--- src/rtl/regfile_mp.sv ---
// regfile_mp: multi-port register file with write-through bypass and a per-register
// pending scoreboard for RAW hazard detection at issue.
`default_nettype none

module regfile_mp #(
  parameter int DSIZE   = 32,
  parameter int NREG    = 32,
  parameter int NRD     = 2,
  parameter int NWR     = 1,
  parameter int ZERO_R0 = 1,
  localparam int ASIZE  = $clog2(NREG)
) (
  input  logic                   clk,
  input  logic                   rst,
  input  logic [NRD*ASIZE-1:0]   raddr,
  output logic [NRD*DSIZE-1:0]   rdata,
  output logic [NRD-1:0]         rbusy,
  input  logic [NWR-1:0]         wen,
  input  logic [NWR*ASIZE-1:0]   waddr,
  input  logic [NWR*DSIZE-1:0]   wdata,
  input  logic                   alloc_en,
  input  logic [ASIZE-1:0]       alloc_addr,
  output logic [ASIZE:0]         pending_cnt,
  output logic                   idle
);

  // Bit r clear means register r can never be written or allocated.
  localparam logic [NREG-1:0] WR_MASK = {{(NREG-1){1'b1}}, (ZERO_R0 == 0)};

  logic [DSIZE-1:0] regs    [NREG];
  logic [DSIZE-1:0] wr_data [NREG];
  logic [NREG-1:0]  wr_hit;
  logic [NREG-1:0]  wr_en;
  logic [NREG-1:0]  alloc_hit;
  logic [NREG-1:0]  pending;
  logic [NREG-1:0]  pending_nxt;
  logic [ASIZE:0]   cnt_nxt;

  function automatic logic [ASIZE:0] popcount(input logic [NREG-1:0] v);
    logic [ASIZE:0] c;
    c = '0;
    for (int i = 0; i < NREG; i++) begin
      c = c + {{ASIZE{1'b0}}, v[i]};
    end
    return c;
  endfunction

  // Per-register write decode; ascending scan lets the highest port index win.
  always_comb begin
    wr_hit = '0;
    for (int r = 0; r < NREG; r++) begin
      wr_data[r] = '0;
      for (int j = 0; j < NWR; j++) begin
        if (wen[j] && (waddr[j*ASIZE +: ASIZE] == ASIZE'(r))) begin
          wr_hit[r]  = 1'b1;
          wr_data[r] = wdata[j*DSIZE +: DSIZE];
        end
      end
    end
  end

  assign wr_en = wr_hit & WR_MASK;

  always_comb begin
    alloc_hit = '0;
    if (alloc_en) begin
      alloc_hit[alloc_addr] = 1'b1;
    end
    alloc_hit = alloc_hit & WR_MASK;
  end

  // A new producer supersedes a same-cycle writeback of the old one.
  assign pending_nxt = alloc_hit | (pending & ~wr_en);
  assign cnt_nxt     = popcount(pending_nxt);

  always_ff @(posedge clk) begin
    if (rst) begin
      for (int r = 0; r < NREG; r++) begin
        regs[r] <= '0;
      end
    end else begin
      for (int r = 0; r < NREG; r++) begin
        if (wr_en[r]) begin
          regs[r] <= wr_data[r];
        end
      end
    end
  end

  always_ff @(posedge clk) begin
    if (rst) begin
      pending     <= '0;
      pending_cnt <= '0;
      idle        <= 1'b1;
    end else begin
      pending     <= pending_nxt;
      pending_cnt <= cnt_nxt;
      idle        <= (cnt_nxt == '0);
    end
  end

  for (genvar k = 0; k < NRD; k++) begin : g_rd
    logic [ASIZE-1:0] ra;
    logic             zero_rd;
    assign ra      = raddr[k*ASIZE +: ASIZE];
    assign zero_rd = (ZERO_R0 != 0) && (ra == '0);
    assign rdata[k*DSIZE +: DSIZE] = zero_rd                 ? '0 :
                                     (!rst && wr_hit[ra])    ? wr_data[ra] :
                                                               regs[ra];
    assign rbusy[k] = !rst && pending[ra] && !wr_hit[ra];
  end

endmodule

`default_nettype wire

--- config.mk ---
export PLATFORM = sky130hd
export DESIGN_NAME = regfile_mp
export DESIGN_NICKNAME = d
export VERILOG_FILES = /design/src/rtl/regfile_mp.sv
export SDC_FILE = /design/constraint.sdc
export NUM_CORES = 2
export LEC_CHECK = 0
export CAP_MARGIN = 20
export CORE_MARGIN = 2
export CORE_UTILIZATION = 45
export CTS_CLUSTER_DIAMETER = 80
export DETAILED_ROUTE_END_ITERATION = 12
export PLACE_DENSITY_LB_ADDON = 0.08
export SKIP_LAST_GASP = 1
export SYNTH_ARGS = -nofsm -noshare
export SYNTH_HDL_FRONTEND = slang
export SYNTH_SLANG_ARGS = --single-unit
--- constraint.sdc ---
create_clock -name clk -period 13.6 [get_ports clk]
set_input_delay 4.08 -clock clk [delete_from_list [all_inputs] [get_ports clk]]
set_output_delay 4.08 -clock clk [all_outputs]
set_load 0.01 [all_outputs]
==> results.sh <==
export IMPL_ys_flop_type="edfxtp_1"
export IMPL_max_freq_mhz=77.9
export IMPL_grt_first_pass_wirelength_um=313000
export IMPL_ios=129
export IMPL_p_sw_mw=2.09
export IMPL_layout_drive_gt1_share_pct=26.5
export IMPL_critPathRequiredTime_ps=9520
export IMPL_grt_max_degree=115
export IMPL_core_area_um2=122000
export IMPL_critPathKind="in2out"
export IMPL_wl_per_cell_um=41.0
export IMPL_hold_path_class="reg2reg"
export IMPL_htreeDepth=3
export IMPL_slew_headroom_pct=23.3
export IMPL_cts_root_buf="clkbuf_16"
export IMPL_fin_crit_sh_pct=94.4
export IMPL_initial_utilization_pct=45.3
export IMPL_fin_crit_ps=12830
export IMPL_gp_congestion=0.905
export IMPL_antenna_found_initial=13
export IMPL_fin_setup_tns_ps=0
export IMPL_fin_ws_ps=767
export IMPL_rows=128
export IMPL_synth_async_reset_ratio_pct=0
export IMPL_synth_top_area_share_pct=54.0
export IMPL_clkSinkCount=1030
export IMPL_cts_buffers=115
export IMPL_cpMaxStageDelayCell="a311oi_4"
export IMPL_p_int_mw=5.91
export IMPL_critical_path_arrival_ps=8750
export IMPL_crit_path_max_incr_delay_ps=1020
export IMPL_clock_path_buffers=3
export IMPL_first_global_vias=38557
export IMPL_hold_depth=2
export IMPL_die_h_um=354
export IMPL_ys_seq_area_share_pct=55.4
export IMPL_crit_fanout=11
export IMPL_postSynthCellCount=3875
export IMPL_comb_power_share_pct=14.7
export IMPL_end_kind="output pin"
export IMPL_rsz0062_at_grt="no"
export IMPL_routed_via_count=39032
export IMPL_maxCapViolations=0
export IMPL_fillCellCount=10322
export IMPL_avgSynthCellArea_um2=14.2
export IMPL_postCtsHoldBufs=0
export IMPL_power_density_nw_per_um2=129
export IMPL_io_buffers=128
export IMPL_clkLatencyLatePin_ps=720
export IMPL_ys_types=77
export IMPL_sw_frac_of_total_pct=26.1
export IMPL_first_pass_iters=8
export IMPL_pwr_share_clk_pct=38.6
export IMPL_cts_tree="built"
export IMPL_synth_seq_cells=1030
export IMPL_hold_viol_final=0
export IMPL_vias_per_cell=7.00
export IMPL_leakagePower_nw=20.0
export IMPL_fin_skew_ps=19.6
export IMPL_synth_top_cell_by_area="edfxtp_1"
export IMPL_maxSlewViolCount=0
export IMPL_clk_pin_slew_ps=60
export IMPL_peakVddDrop_mv=0.117
export IMPL_yosys_top_cells_area="edfxtp_1 54%, mux4_2 23%, nor2_1 7.3%"
export IMPL_seq_power_share_pct=46.7
export IMPL_num_nets_final=3947
export IMPL_finalSetupViolCount=0
export IMPL_place_hpwl_um=131000
export IMPL_startpoint_type="input port"
export IMPL_drc_errors=0
export IMPL_netlist_area_um2=55100
export IMPL_grt_usage_pct=36.4
export IMPL_post_cts_setup_buffer_count=0
export IMPL_crit_chain="clkdlybuf4s50_1 > xnor2_1 > o21ai_1 > or2_1 > a311oi_4 > a2111oi_0 > a211oi_1 > clkdlybuf4s50_1"
export IMPL_pre_cts_slack_ps=1070
export IMPL_initialDrtViolationCount=6931
export IMPL_die_x_um=354
export IMPL_synth_warnings=0
export IMPL_postCtsResizedCells=0
export IMPL_r2r_cells=19
export IMPL_worst_pin_slew_ps=1150
export IMPL_crit_top_cell="clkdlybuf4s50_1"
export IMPL_synth_edf_count=992
export IMPL_syn_to_final_growth_pct=12.2
export IMPL_grt_overflow=0
export IMPL_hold_ws_ps=598
export IMPL_die_area_um2=125000
export IMPL_outcome="finished clean"
export IMPL_wirelength_um=228000
export IMPL_drtAntennaViolNets=0
export IMPL_syn_num_nets=3961
## logic make-up after synthesis
| group | count (synthesis) | synth area share (%) |
|---|---|---|
| simple gates | 1344 | 10.1 |
| flops | 1030 | 55.4 |
| mux | 700 | 25.7 |
| buf+inv | 452 | 3.66 |
| compound gates | 306 | 3.91 |
| fa+ha+maj | 30 | 0.994 |
| xor+xnor | 13 | 0.234 |
## worst max-delay path, delay by kind of cell
kind / cells / cell delay [ps]
buffers and inverters: 2 / 1240
AND/OR/NAND/NOR: 1 / 380
XOR/XNOR: 1 / 900
AO/OA/AOI/OAI: 4 / 2140
## power by group through the flow
| stage | clock network, mW | logic [mW] | registers (mW) |
|---|---|---|---|
| after CTS | 3.11 | 1.15 | 3.74 |
| after global routing | 3.23 | 1.21 | 3.75 |
| after detailed placement | 0 | 1.15 | 3.80 |
| after global placement | 0 | 1.14 | 3.78 |
| final | 3.09 | 1.18 | 3.74 |
| after floorplan | 0 | 0.686 | 3.77 |
## per-layer routing
| layer | share of wire, % | vias to the layer above | wire, um | track usage (%) |
|---|---|---|---|---|
| li1 | - | 14829 | - | - |
| met1 | 36 | 20567 | 83400 | 49.5 |
| met2 | 46 | 3033 | 105000 | 56.3 |
| met3 | 12 | 593 | 28000 | 8.50 |
| met4 | 5.4 | 10 | 12300 | 16.5 |
| met5 | 0.030 | - | 69 | 0 |
## worst paths after layout
path	start	to	slack (ps)
setup / recovery	waddr[0]	rdata[17]	770
setup reg to reg	pending[24]	idle	8170
hold reg to reg	pending[13]	pending[13]	600
hold / removal	pending[13]	pending[13]	600
## sequential cells by signal, indices dropped and copies added, names as in the netlist
| name | flops |
|---|---|
| pending | 31 |
| regs | 992 |
| pending_cnt | 6 |
| idle | 1 |
## cell usage after synthesis, types with 8 or more instances
cell type and number:
o21ai_1 9, fa_1 23, buf_4 22, a21oi_1 70
o22ai_1 12, mux4_2 564, a22o_1 64, mux2i_1 69
o21ai_0 48, nand3_1 38, edfxtp_1 992, a221oi_1 18
a22oi_1 15, or3_1 13, dfxtp_1 38, nor2b_1 26
nor3_1 13, buf_6 17, a2111oi_0 15, a31oi_1 10
nor2_1 1070, nand2_1 67, nand2b_1 69, mux2_2 67
clkbuf_1 282, buf_1 14, buf_2 87, inv_1 26
nor3b_1 8
## per-stage QoR
stage               utilization (%)  cell area (um2)  power (mW)  std cells
global placement               47.6            57900        4.93       5347
finish                         50.8            61900        8.00       5577
CTS                            50.6            61600        8.00       5557
floorplan                         -            55100        4.45       3875
global route                   50.8            61900        8.19       5576
detailed placement             47.6            58000        4.95       5350
## area by class of cell
class | count | area (um2) | share of cell area, %
Sequential cell | 1030 | 30500 | 49.4
Clock inverter | 59 | 563 | 0.910
Clock buffer | 148 | 3050 | 4.93
Timing Repair Buffer | 292 | 2820 | 4.55
Antenna cell | 1 | 2.50 | 0.00404
Multi-Input combinational cell | 2393 | 22800 | 36.8
Inverter | 29 | 109 | 0.176
Tap cell | 1625 | 2030 | 3.29
## layout by cell type, fill, tap and decap left out, drive strengths merged, types with 69 or more instances in the layout
| cell type | count |
|---|---|
| nand2b | 69 |
| mux4 | 564 |
| a21oi | 70 |
| buf | 172 |
| clkdlybuf4s50 | 118 |
| nor2 | 1071 |
| mux2i | 69 |
| clkbuf | 150 |
| edfxtp | 992 |
Power figures use the tool's default switching activity.
